**config.mk**
```make
export PLATFORM = sky130hd
export DESIGN_NAME = iq_stim_gen
export DESIGN_NICKNAME = d
export VERILOG_FILES = /design/src/rtl/iq_stim_gen.sv
export SDC_FILE = /design/constraint.sdc
export NUM_CORES = 1
export LEC_CHECK = 0
export CORE_UTILIZATION = 40
export CTS_CLUSTER_SIZE = 24
export DETAILED_ROUTE_END_ITERATION = 8
export DONT_BUFFER_PORTS = 1
export GPL_TIMING_DRIVEN = 0
export PLACE_DENSITY = 0.64
export SLEW_MARGIN = 30
export SYNTH_ARGS = -nofsm -noshare
export SYNTH_HDL_FRONTEND = slang
export SYNTH_SLANG_ARGS = --single-unit
```
**constraint.sdc**
```tcl
create_clock -name clock -period 10.45 [get_ports clock]
set_input_delay 2.09 -clock clock [delete_from_list [all_inputs] [get_ports clock]]
set_output_delay 2.09 -clock clock [all_outputs]
set_load 0.02 [all_outputs]
```
**src/rtl/iq_stim_gen.sv**
```systemverilog
`timescale 1ns/1ps
`default_nettype none
// ============================================================================
// Module      : iq_stim_gen
// Description : Quadrature tone stimulus generator. A phase accumulator
//               driven by a programmable increment indexes a sine table to
//               produce offset-binary I/Q samples on a divided sample tick,
//               with start-on-nonzero, free-run, DC and frequency-hold modes.
// Revision    : 1.0 - initial release
// ============================================================================
module iq_stim_gen #(
    parameter int IQ_WIDTH      = 5,
    parameter int PHASE_WIDTH   = 16,
    parameter int LUT_ADDR_BITS = 6,
    parameter int AMP           = 10,
    parameter int SAMPLE_DIV    = 1,
    parameter int COUNT_WIDTH   = 16
) (
    input  logic                   clock,
    input  logic                   reset,
    input  logic                   enable,
    input  logic [1:0]             mode,
    input  logic [2:0]             freq_sel,
    input  logic [PHASE_WIDTH-1:0] base_inc,
    input  logic [PHASE_WIDTH-1:0] step_inc,
    output logic [IQ_WIDTH-1:0]    i_out,
    output logic [IQ_WIDTH-1:0]    q_out,
    output logic                   valid,
    output logic                   started,
    output logic [COUNT_WIDTH-1:0] sample_count
);

    localparam logic [1:0] c_mode_start = 2'd0;
    localparam logic [1:0] c_mode_free  = 2'd1;
    localparam logic [1:0] c_mode_dc    = 2'd2;
    localparam logic [1:0] c_mode_hold  = 2'd3;

    localparam int c_lut_size = 1 << LUT_ADDR_BITS;
    localparam int c_quarter  = c_lut_size / 4;
    localparam int c_mid_int  = 1 << (IQ_WIDTH - 1);
    localparam int c_div_w    = (SAMPLE_DIV > 1) ? $clog2(SAMPLE_DIV) : 1;

    localparam logic [IQ_WIDTH-1:0]      c_mid      = IQ_WIDTH'(c_mid_int);
    localparam logic [c_div_w-1:0]       c_div_last = c_div_w'(SAMPLE_DIV - 1);
    localparam logic [LUT_ADDR_BITS-1:0] c_q_offset = LUT_ADDR_BITS'(c_quarter);
    // pi in Q30 fixed point, used only while building the table
    localparam longint c_pi_q30 = 64'sd3373259426;

    // Elaboration-time sine entry: round(AMP*sin(2*pi*k/N)), half away from
    // zero. Evaluated on the first quadrant by Taylor series in Q30 and
    // mirrored into the other three so the table is exactly symmetric.
    function automatic int sin_entry(input int k);
        int     quad;
        int     m;
        longint x;
        longint x2;
        longint term;
        longint acc;
        longint scaled;
        quad = (k / c_quarter) % 4;
        m    = k % c_quarter;
        if (quad == 1 || quad == 3) m = c_quarter - m;
        x    = (2 * c_pi_q30 * longint'(m)) / longint'(c_lut_size);
        x2   = (x * x) >>> 30;
        term = x;
        acc  = x;
        for (int n = 1; n < 12; n++) begin
            term = -((term * x2) >>> 30) / longint'((2 * n) * (2 * n + 1));
            acc  = acc + term;
        end
        scaled = (longint'(AMP) * acc + (64'sd1 <<< 29)) >>> 30;
        if (quad >= 2) scaled = -scaled;
        return int'(scaled);
    endfunction

    logic [IQ_WIDTH-1:0] w_lut [c_lut_size];

    for (genvar g = 0; g < c_lut_size; g++) begin : g_lut
        localparam int c_entry = sin_entry(g);
        assign w_lut[g] = IQ_WIDTH'(c_mid_int + c_entry);
    end

    logic [c_div_w-1:0]       r_div;
    logic [PHASE_WIDTH-1:0]   r_phase;
    logic [PHASE_WIDTH-1:0]   r_hold;
    logic                     r_started;
    logic                     r_valid;
    logic [IQ_WIDTH-1:0]      r_i;
    logic [IQ_WIDTH-1:0]      r_q;
    logic [COUNT_WIDTH-1:0]   r_count;

    logic                     w_tick;
    logic [PHASE_WIDTH-1:0]   w_inc_live;
    logic [PHASE_WIDTH-1:0]   w_inc;
    logic [PHASE_WIDTH-1:0]   w_phase_next;
    logic [LUT_ADDR_BITS-1:0] w_addr_i;
    logic [LUT_ADDR_BITS-1:0] w_addr_q;
    logic                     w_start_ok;
    logic                     w_fire;

    assign w_tick       = enable && (r_div == c_div_last);
    assign w_inc_live   = base_inc + PHASE_WIDTH'(freq_sel) * step_inc;
    assign w_inc        = (mode == c_mode_hold) ? r_hold : w_inc_live;
    assign w_phase_next = r_phase + w_inc;
    assign w_addr_i     = w_phase_next[PHASE_WIDTH-1 -: LUT_ADDR_BITS];
    assign w_addr_q     = w_addr_i + c_q_offset;
    // start-on-nonzero waits for a nonzero code; free-run and hold start at once
    assign w_start_ok   = (mode == c_mode_start) ? (freq_sel != 3'd0)
                                                 : (mode == c_mode_free || mode == c_mode_hold);
    // a sample is emitted on every tick in DC mode, otherwise only once started
    assign w_fire       = w_tick && ((mode == c_mode_dc) || r_started);

    // Sample-rate divider: counts enabled clocks, wraps after the tick
    always_ff @(posedge clock or posedge reset) begin
        if (reset) begin
            r_div <= '0;
        end else if (!enable || r_div == c_div_last) begin
            r_div <= '0;
        end else begin
            r_div <= r_div + c_div_w'(1);
        end
    end

    // Start control, phase accumulation and registered I/Q sample outputs
    always_ff @(posedge clock or posedge reset) begin
        if (reset) begin
            r_phase   <= '0;
            r_hold    <= '0;
            r_started <= 1'b0;
            r_valid   <= 1'b0;
            r_i       <= c_mid;
            r_q       <= c_mid;
        end else if (!enable) begin
            r_phase   <= '0;
            r_started <= 1'b0;
            r_valid   <= 1'b0;
            r_i       <= c_mid;
            r_q       <= c_mid;
        end else begin
            r_valid <= 1'b0;
            if (w_tick) begin
                if (mode == c_mode_dc) begin
                    r_i     <= c_mid;
                    r_q     <= c_mid;
                    r_valid <= 1'b1;
                end else if (r_started) begin
                    r_phase <= w_phase_next;
                    r_i     <= w_lut[w_addr_i];
                    r_q     <= w_lut[w_addr_q];
                    r_valid <= 1'b1;
                end else if (w_start_ok) begin
                    // the start tick only arms the generator; it captures the
                    // increment used by frequency-hold mode
                    r_started <= 1'b1;
                    r_hold    <= w_inc_live;
                end
            end
        end
    end

    // Saturating count of emitted samples, unaffected by enable
    always_ff @(posedge clock or posedge reset) begin
        if (reset) begin
            r_count <= '0;
        end else if (w_fire && (r_count != {COUNT_WIDTH{1'b1}})) begin
            r_count <= r_count + COUNT_WIDTH'(1);
        end
    end

    assign i_out        = r_i;
    assign q_out        = r_q;
    assign valid        = r_valid;
    assign started      = r_started;
    assign sample_count = r_count;

endmodule
`default_nettype wire

```
# ---- Yosys cells after proc, flatten, opt, wreduce, memory -nomap -nowiden
# Memory sizes are Yosys's and may differ from the RTL's.
# Index checks and enable logic that the tools add are counted.
# W data, S select, Z words.
dict set report totals {
  ff_bits 61
  latchBits 0
  ramBits 0
  mem_bits_ro 640
  out_inout_bits 28
  wordCells 72
  memories 2
}
# name depth word_bits rd rd_clocked_by_memory_dff write_ports line
set mem_list {}
lappend mem_list {{(no name shown)} 64 5 1 0 0 149} ;# r_q <= w_lut[w_addr_q];
lappend mem_list {{(no name shown)} 64 5 1 0 0 148} ;# r_i <= w_lut[w_addr_i];
dict set report classes {
  add_sub_neg 5
  n_mul 1
  n_div 0
  order_cmp 2
  n_eq_ne 8
  shifts 0
  muxes 28
  bitwise_logic 5
  n_reduce_logical 13
}
# op count
set ops {}
lappend ops {{$mux W16} 5}
lappend ops {{$mux W5} 12}
lappend ops {{$add A16 B16 Y16} 2}
lappend ops {{$add A16 B1 Y16 const B} 1}
lappend ops {{$mul A3 B16 Y16} 1}
lappend ops {{$ne A16 B16 Y1 const B} 1}
lappend ops {{$ge A7 B7 Y1 const B} 2}
lappend ops {{$not A6 Y7} 2}
lappend ops {{$mux W1} 11}
lappend ops {{$add A6 B5 Y6 const B} 1}
lappend ops {{$reduce_and A5 Y1} 1}
lappend ops {{$eq A2 B2 Y1 const B} 2}
lappend ops {{$ne A2 B1 Y1 const B} 2}
lappend ops {{$reduce_and A2 Y1} 2}
lappend ops {{$logic_and A1 B1 Y1} 3}
lappend ops {{$logic_or A1 B1 Y1} 3}
lappend ops {{$ne A3 B1 Y1 const B} 1}
lappend ops {{$not A1 Y1} 3}
lappend ops {{$reduce_and A3 Y1} 1}
lappend ops {{$reduce_bool A3 Y1} 1}
lappend ops {{$eq A2 B1 Y1 const B} 1}
lappend ops {{$logic_not A2 Y1} 1}
lappend ops {{$ne A2 B2 Y1 const B} 1}
lappend ops {{$add A1 B1 Y1 const B} 1}
lappend ops {{$logic_not A1 Y1} 1}

# ---- Logic depth before layout (Yosys ltp)
# Gate-level depths: netlist of the first run.
dict set report depth {
  depth_word 13
  ltp_mapped 27
  ltp_nobuf 26
}

# ---- Worst setup path after synthesis of the first run
# Ideal clock, no wire load.
dict set report synth_path {
  kind {input to register}
  startpoint {input port freq_sel[2]}
  endpoint {register r_i[1] (netlist: i_out[1])}
  t_arrival_ns 7.459
  required_ns 10.324
  setup_slack_ns 2.865
  path_stages 24
  path_buffers 2
  cell_sequence {clkbuf_1 > nand2_1 > fa_1 > inv_1 > fa_1 > ha_1 > a21o_1 > a21oi_1 > o21bai_1 > a21oi_1 > o21ba_2 > o21ai_1 > o41ai_1 > xnor2_1 > mux2_2 > ha_1 > a21oi_1 > nand2_1 > o21ai_4 > xnor2_2 > dlygate4sd1_1 > a32oi_1 > mux2_1 > a221o_1}
}
dict set report synth_via {
  elab_chain_len 12
}
# element line
set synth_rtl {}
lappend synth_rtl {{start, declared} 23} ;# input logic [2:0] freq_sel,
lappend synth_rtl {{$mul A3 B16 Y16} 102} ;# assign w_inc_live = base_inc + PHASE_WIDTH'(freq_sel) * step_inc;
lappend synth_rtl {{$add A16 B16 Y16} 102}
lappend synth_rtl {{$mux W16} 103} ;# assign w_inc = (mode == c_mode_hold) ? r_hold : w_inc_live;
lappend synth_rtl {{$add A16 B16 Y16} 104} ;# assign w_phase_next = r_phase + w_inc;
lappend synth_rtl {{$not A6 Y7 (not written as such)} 148}
lappend synth_rtl {{$mem_v2 Z64 W5} n/a}
lappend synth_rtl {{$mux W5 (not written as such) (2 in series)} 148}
lappend synth_rtl {{$mux W5} 146} ;# end else if (r_started) begin
lappend synth_rtl {{$mux W5} 142} ;# if (mode == c_mode_dc) begin
lappend synth_rtl {{$mux W5} 141} ;# if (w_tick) begin
lappend synth_rtl {{$mux W5} 133} ;# end else if (!enable) begin
lappend synth_rtl {{end signal, assigned} 137} ;# r_i <= c_mid;
lappend synth_rtl {{end signal, assigned} 143} ;# r_i <= c_mid;
lappend synth_rtl {{end signal, assigned} 148}
lappend synth_rtl {{end, declared} 88} ;# logic [IQ_WIDTH-1:0] r_i;
# No other way between the ends. The select of a mux whose other input is x is not followed.
# A chain may end at the register's enable or synchronous reset.

# ---- Worst setup path after layout of the first run
# Same ends and word-level chain as after synthesis.

==> results of run 1 <==
==> cells in the final DEF, fill, tap and decap left out, types with 11 or more instances in the layout <==
cell type | netlist | final
dfrtp_1 | 59 | 59
nand2_1 | 58 | 58
inv_1 | 54 | 53
and2_1 | 51 | 51
nor2_1 | 41 | 41
ha_1 | 38 | 38
fa_1 | 28 | 28
mux2_2 | 25 | 25
xnor2_1 | 25 | 25
a21oi_1 | 23 | 23
o21ai_0 | 17 | 17
clkbuf_1 | 14 | 15
o21ai_1 | 13 | 13
xor2_1 | 13 | 13
nor3_1 | 13 | 13
nand3_1 | 13 | 13
mux2i_1 | 11 | 11
==> flip-flops by register name (all words and copies together) (netlist names) <==
name,count
i_out,5
q_out,5
r_div,1
r_hold,16
r_phase,16
sample_count,16
started,1
valid,1
==> power groups by stage <==
stage / Sequential, mW / Clock, mW / Combinational (mW)
finish: 0.348 / 0.268 / 0.972
global route: 0.357 / 0.286 / 1.09
CTS: 0.348 / 0.275 / 0.968
detailed placement: 0.352 / 0 / 0.959
global placement: 0.349 / 0 / 0.937
floorplan: 0.341 / 0 / 0.780
==> worst paths after layout <==
kind,slack [ns],end,cells after the start,from
max in group asynchronous,8.32,r_hold[13]$_DFFE_PP0P_,2,reset
min in group asynchronous,1.63,q_out[3]$_DFFE_PP0P_,1,reset
hold / removal,0.50,r_hold[14]$_DFFE_PP0P_,1,r_hold[14]$_DFFE_PP0P_
setup reg to reg,6.56,i_out[1]$_DFFE_PP0P_,15,r_hold[0]$_DFFE_PP0P_
setup / recovery,2.40,i_out[1]$_DFFE_PP0P_,24,freq_sel[2]
hold reg to reg,0.50,r_hold[14]$_DFFE_PP0P_,1,r_hold[14]$_DFFE_PP0P_
==> final cells by class <==
type	instances	area, um^2
multi-input cells	480	3820
fillers	1360	7640
inverters	55	209
clock inverters	4	25.0
well taps	180	225
flip-flops and latches	61	1530
plain buffers	21	116
repair buffers	1	20.0
clock buffers	11	243
==> per-stage QoR <==
step                       util  setup slack (ns)  area [um^2]  power [mW]  cells
after floorplan               -              2.87         5670        1.12    617
after global placement    0.426              2.18         5890        1.29    797
after detailed placement  0.428              2.10         5920        1.31    798
after CTS                 0.447              2.41         6180        1.59    813
after global routing      0.447              1.88         6180        1.73    813
final                     0.447              2.40         6180        1.59    813
==> metal layers <==
metal	global-route usage	part of all wire
met1	0.239	0.47
met3	0.0362	0.062
met2	0.294	0.46
met4	0.0502	0.011
met5	0	0
==> cells by family after synthesis <==
group / Yosys count / share of synthesized area
AND/OR/NAND/NOR: 212 / 0.192
AO/OA/AOI/OAI: 121 / 0.150
buffers and inverters: 76 / 0.0570
adder cells (fa/ha/maj): 66 / 0.183
flip-flops: 61 / 0.270
XOR/XNOR: 43 / 0.0764
multiplexers: 37 / 0.0711
other: 1 / 0.000662
==> results.json, run 1 <==
{
  "status": "finished, final reports clean",
  "synthTopCellsByCount": "dfrtp_1 (59), nand2_1 (58), inv_1 (54)",
  "clkPwrFrac": 0.169,
  "hold_buffers": 0,
  "yosysSeqAreaShare": 0.270,
  "start_util": 0.410,
  "htreeDepth": 3,
  "synth-edff-count": 0,
  "critPathTopFamily": "compound AO/OA/AOI/OAI gates",
  "synth.distinct_cells": 81,
  "grt_pass1_vias": 4330,
  "fmax_mhz": 124,
  "die-area_mm2": 0.0146,
  "grt_first_pass_wirelength_um": 21000,
  "cp_num_buf_inv": 3,
  "grt_overflow": 0,
  "post_cts_buffers": 0,
  "clk_latency_ns": 0.33,
  "synth_top_cell_by_area": "dfrtp_1",
  "cp-start-kind": "primary input",
  "clk_pin_slew_ns": 0.05,
  "arrival_ns": 8.26,
  "cts.sinks": 61,
  "fin_skew_ns": 0.00791,
  "finalHoldWorstSlack_ns": 0.503,
  "setup.worst_path.end_class": "register",
  "switching_share": 0.455,
  "power.switching_uw": 722,
  "hold_viol": 0,
  "synthCells": 617,
  "cts_buffers": 9,
  "cp.required_ns": 10.66,
  "cts_tree": "yes",
  "drc": 0,
  "slew-limit-headroom": 0.462,
  "routabilityCongestion": 0.871,
  "routed_wirelength_um": 12000,
  "ant_nets": 0,
  "worst_pin_slew_ns": 0.805,
  "cp_slowest_cell": "fa_1",
  "fin_nets": 735,
  "synth_ff_type": "dfrtp_1",
  "tns_ns": 0,
  "vdd_drop_max_mv": 0.174,
  "rows": 43,
  "drt_iter0_markers": 202,
  "slowest_delay_ns": 0.55,
  "synth.area.top_cells": "dfrtp_1 (26%), fa_1 (9.9%), ha_1 (8.4%)",
  "rsz0062_at_grt": "no",
  "crit_type": "in -> reg",
  "finalSetupViolCount": 0,
  "power_leakage_nw": 2.85,
  "area_growth_pct": 9.09,
  "core_area_mm2": 0.0138,
  "dr.pass1.iters": 4,
  "hpwlAfterDp_um": 9510,
  "n_antenna_cell": 0,
  "seq_power_share": 0.219,
  "wl_per_cell_um": 14.8,
  "p_comb_frac": 0.612,
  "power.density_mw_per_mm2": 257,
  "cts_buffer_depth": 2,
  "period_share": 0.770,
  "drt-vias-per-instance": 5.25,
  "worstPathMaxFanout": 10,
  "grtUsageTotal": 0.179,
  "io_buffers": 0,
  "post-synth-top-count-cell": "dfrtp_1",
  "die_w_um": 121,
  "synth_area_mm2": 0.00567,
  "syn-num-nets": 723,
  "ys.warnings.count": 0,
  "crit_chain": "clkbuf_1 -> nand2_1 -> fa_1 -> inv_1 -> fa_1 -> ha_1 -> a21o_1 -> a21oi_1 -> o21bai_1 -> a21oi_1 -> o21ba_2 -> o21ai_1 -> o41ai_1 -> xnor2_1 -> mux2_2 -> ha_1 -> nand2_1 -> o21ai_1 -> o21ai_4 -> xnor2_2 -> dlygate4sd1_1 -> a32oi_1 -> mux2_1 -> a221o_1",
  "grt_max_degree": 33,
  "hold_class": "reg -> reg",
  "synth_top_area_share": 0.260,
  "drive_gt1_frac": 0.115,
  "cap_violations": 0,
  "io-pin-count": 68,
  "synth-seq-cells": 61,
  "syn_area_per_cell_um2": 9.19,
  "post-route-min-period_ns": 8.05,
  "slew_violations": 0,
  "post_cts_resized": 0,
  "p_int_uw": 866,
  "clock-root-buffer": "clkbuf_16",
  "async_flop_share": 1.00,
  "die_h_um": 121,
  "grt_antenna_before_repair": 0,
  "num_vias": 4269
}
Note: power is estimated with default switching activity, not from simulation.
==> inputs of run 2 (changes only) <==
--- a/config.mk
+++ b/config.mk
@@ -10,7 +10,7 @@
 export DETAILED_ROUTE_END_ITERATION = 8
 export DONT_BUFFER_PORTS = 1
 export GPL_TIMING_DRIVEN = 0
-export PLACE_DENSITY = 0.64
+export PLACE_DENSITY = 0.66
 export SLEW_MARGIN = 30
 export SYNTH_ARGS = -nofsm -noshare
 export SYNTH_HDL_FRONTEND = slang
==> constraint.sdc (replaced) <==
create_clock -name clock -period 7.35 [get_ports clock]
set_input_delay 1.47 -clock clock [delete_from_list [all_inputs] [get_ports clock]]
set_output_delay 1.47 -clock clock [all_outputs]
set_load 0.02 [all_outputs]
==> results.json, run 2 (synthesis gave the netlist of run 1 again) <==
{
  "status": "finished, final reports clean",
  "slew-limit-headroom": 0.426,
  "drt-vias-per-instance": 5.35,
  "worst_pin_slew_ns": 0.860,
  "slew_violations": 0,
  "core_area_mm2": 0.0138,
  "die_w_um": 121,
  "hold_class": "reg -> reg",
  "hpwlAfterDp_um": 9580,
  "pre_cts_ws_ns": -0.407,
  "cp-start-kind": "primary input",
  "die-area_mm2": 0.0146,
  "power_leakage_nw": 2.90,
  "rows": 43,
  "mostFrequentLayoutCells": "dfrtp_1 (59), nand2_1 (58), inv_1 (53), and2_1 (51), nor2_1 (41)",
  "final_common_cell": "dfrtp_1",
  "vdd_drop_max_mv": 0.223,
  "die_h_um": 121,
  "io-pin-count": 68,
  "start_util": 0.410,
  "grt_overflow": 0,
  "clk_latency_ns": 0.33,
  "clk_pin_slew_ns": 0.06,
  "drt_iter0_markers": 179,
  "p_int_mw": 1.30,
  "num_vias": 4362,
  "postLayoutCoreUtil": 0.454,
  "min_path_cells": 1,
  "cts_buffers": 9,
  "r2r_cells": 15,
  "power.switching_mw": 1.06,
  "finalSetupViolCount": 0,
  "setup.worst_path.end_class": "register",
  "finalWorstSetupSlack_ns": 0.263,
  "cts.sinks": 61,
  "grtUsageTotal": 0.181,
  "grt_first_pass_wirelength_um": 21200,
  "fmax_mhz": 141,
  "grt_max_degree": 35,
  "wl_per_cell_um": 15.0,
  "cap_violations": 0,
  "routabilityCongestion": 0.894,
  "io_buffers": 0,
  "clkPwrFrac": 0.179,
  "period_share": 0.964,
  "dr.pass1.iters": 4,
  "power.density_mw_per_mm2": 375,
  "grt_pass1_vias": 4569,
  "crit_type": "in -> reg",
  "switching_share": 0.449,
  "cts_buffer_depth": 2,
  "worstPathMaxFanout": 10,
  "n_antenna_cell": 0,
  "htreeDepth": 3,
  "drive_gt1_frac": 0.134,
  "p_comb_frac": 0.610,
  "ant_nets": 0,
  "arrival_ns": 7.30,
  "fin_nets": 736,
  "seq_power_share": 0.211,
  "cp.required_ns": 7.56,
  "clock-root-buffer": "clkbuf_16",
  "power.total_mw": 2.35,
  "routed_wirelength_um": 12200,
  "post-route-min-period_ns": 7.09,
  "area_growth_pct": 10.8,
  "hold_viol": 0,
  "cts_tree": "yes",
  "fin_skew_ns": 0.0122,
  "drc": 0,
  "grt_antenna_before_repair": 0,
  "hold_buffers": 0
}
==> run 2: changes by cell type in the layout (fill, tap and decap cells not counted), sizes merged <==
cell,change
clkinv,-1
inv,+1
buf,+1
dlygate4sd1,-1
clkbuf,+1
bufinv,+1
==> run 2: final timing paths <==
check,startpoint,end,slack [ns]
worst max-delay path,freq_sel[2],i_out[1]$_DFFE_PP0P_,0.26
worst min-delay path,r_hold[14]$_DFFE_PP0P_,r_hold[14]$_DFFE_PP0P_,0.50
worst max register to register,r_hold[0]$_DFFE_PP0P_,i_out[1]$_DFFE_PP0P_,3.49
worst min register to register,r_hold[14]$_DFFE_PP0P_,r_hold[14]$_DFFE_PP0P_,0.50
max in group asynchronous,reset,r_hold[14]$_DFFE_PP0P_,5.84
min in group asynchronous,reset,q_out[3]$_DFFE_PP0P_,0.99
==> run 2: layer usage <==
metal	share of wire	global-route usage	wire length, um
met5	0	0	0
met4	0.013	0.0602	160
met3	0.055	0.0371	673
met2	0.46	0.296	5570
met1	0.48	0.238	5830
==> run 2: final cells by class <==
| type | instances | area (um^2) |
|---|---|---|
| plain buffers | 21 | 118 |
| repair buffers | 2 | 27.5 |
| clock inverters | 5 | 58.8 |
| fillers | 1338 | 7550 |
| flip-flops and latches | 61 | 1530 |
| inverters | 55 | 209 |
| clock buffers | 11 | 243 |
| multi-input cells | 480 | 3870 |
| well taps | 180 | 225 |
==> run 2: worst max-delay path: stages <==
cell and delay [ns]:
clkbuf_2 0.17, nand2_1 0.10, fa_1 0.53, inv_1 0.05, fa_1 0.50, ha_1 0.31, a21o_1 0.17, a21oi_1 0.22
o21bai_1 0.09, a21oi_1 0.22, o21ba_2 0.18, o21bai_1 0.07, xor2_1 0.16, mux2_2 0.31, ha_1 0.34, and4_1 0.23
o21ai_1 0.11, a21oi_1 0.33, xor2_2 0.35, inv_1 0.15, ha_1 0.26, inv_1 0.16, a32oi_1 0.16, mux2_1 0.32
a221o_1 0.34
==> run 2: power by group through the flow <==
stage          Sequential (mW)  Combinational [mW]  Clock (mW)
6_report                 0.497                1.44       0.421
3_3_place_gp             0.496                1.33           0
3_5_place_dp             0.502                1.37           0
5_1_grt                  0.509                1.60       0.447
4_1_cts                  0.497                1.38       0.432
2_1_floorplan            0.485                1.11           0
==> run 2: timing repair <==
action                                  in CTS  in global routing
cloned                                       0                  0
endpoints found under the setup margin       1                 10
buffers inserted                             0                  1
pin swaps                                    0                  1
gates resized for setup                      1                 15
==> run 2: through the flow <==
stage / cell area (um^2) / std cells / TNS, ns / hold slack, ns
2_1_floorplan: 5670 / 617 / 0 / 0.477
4_1_cts: 6220 / 814 / 0 / 0.508
3_3_place_gp: 5890 / 797 / -0.931 / 0.484
3_5_place_dp: 5920 / 798 / -1.85 / 0.497
6_report: 6280 / 815 / 0 / 0.502
5_1_grt: 6280 / 815 / -0.0186 / 0.528
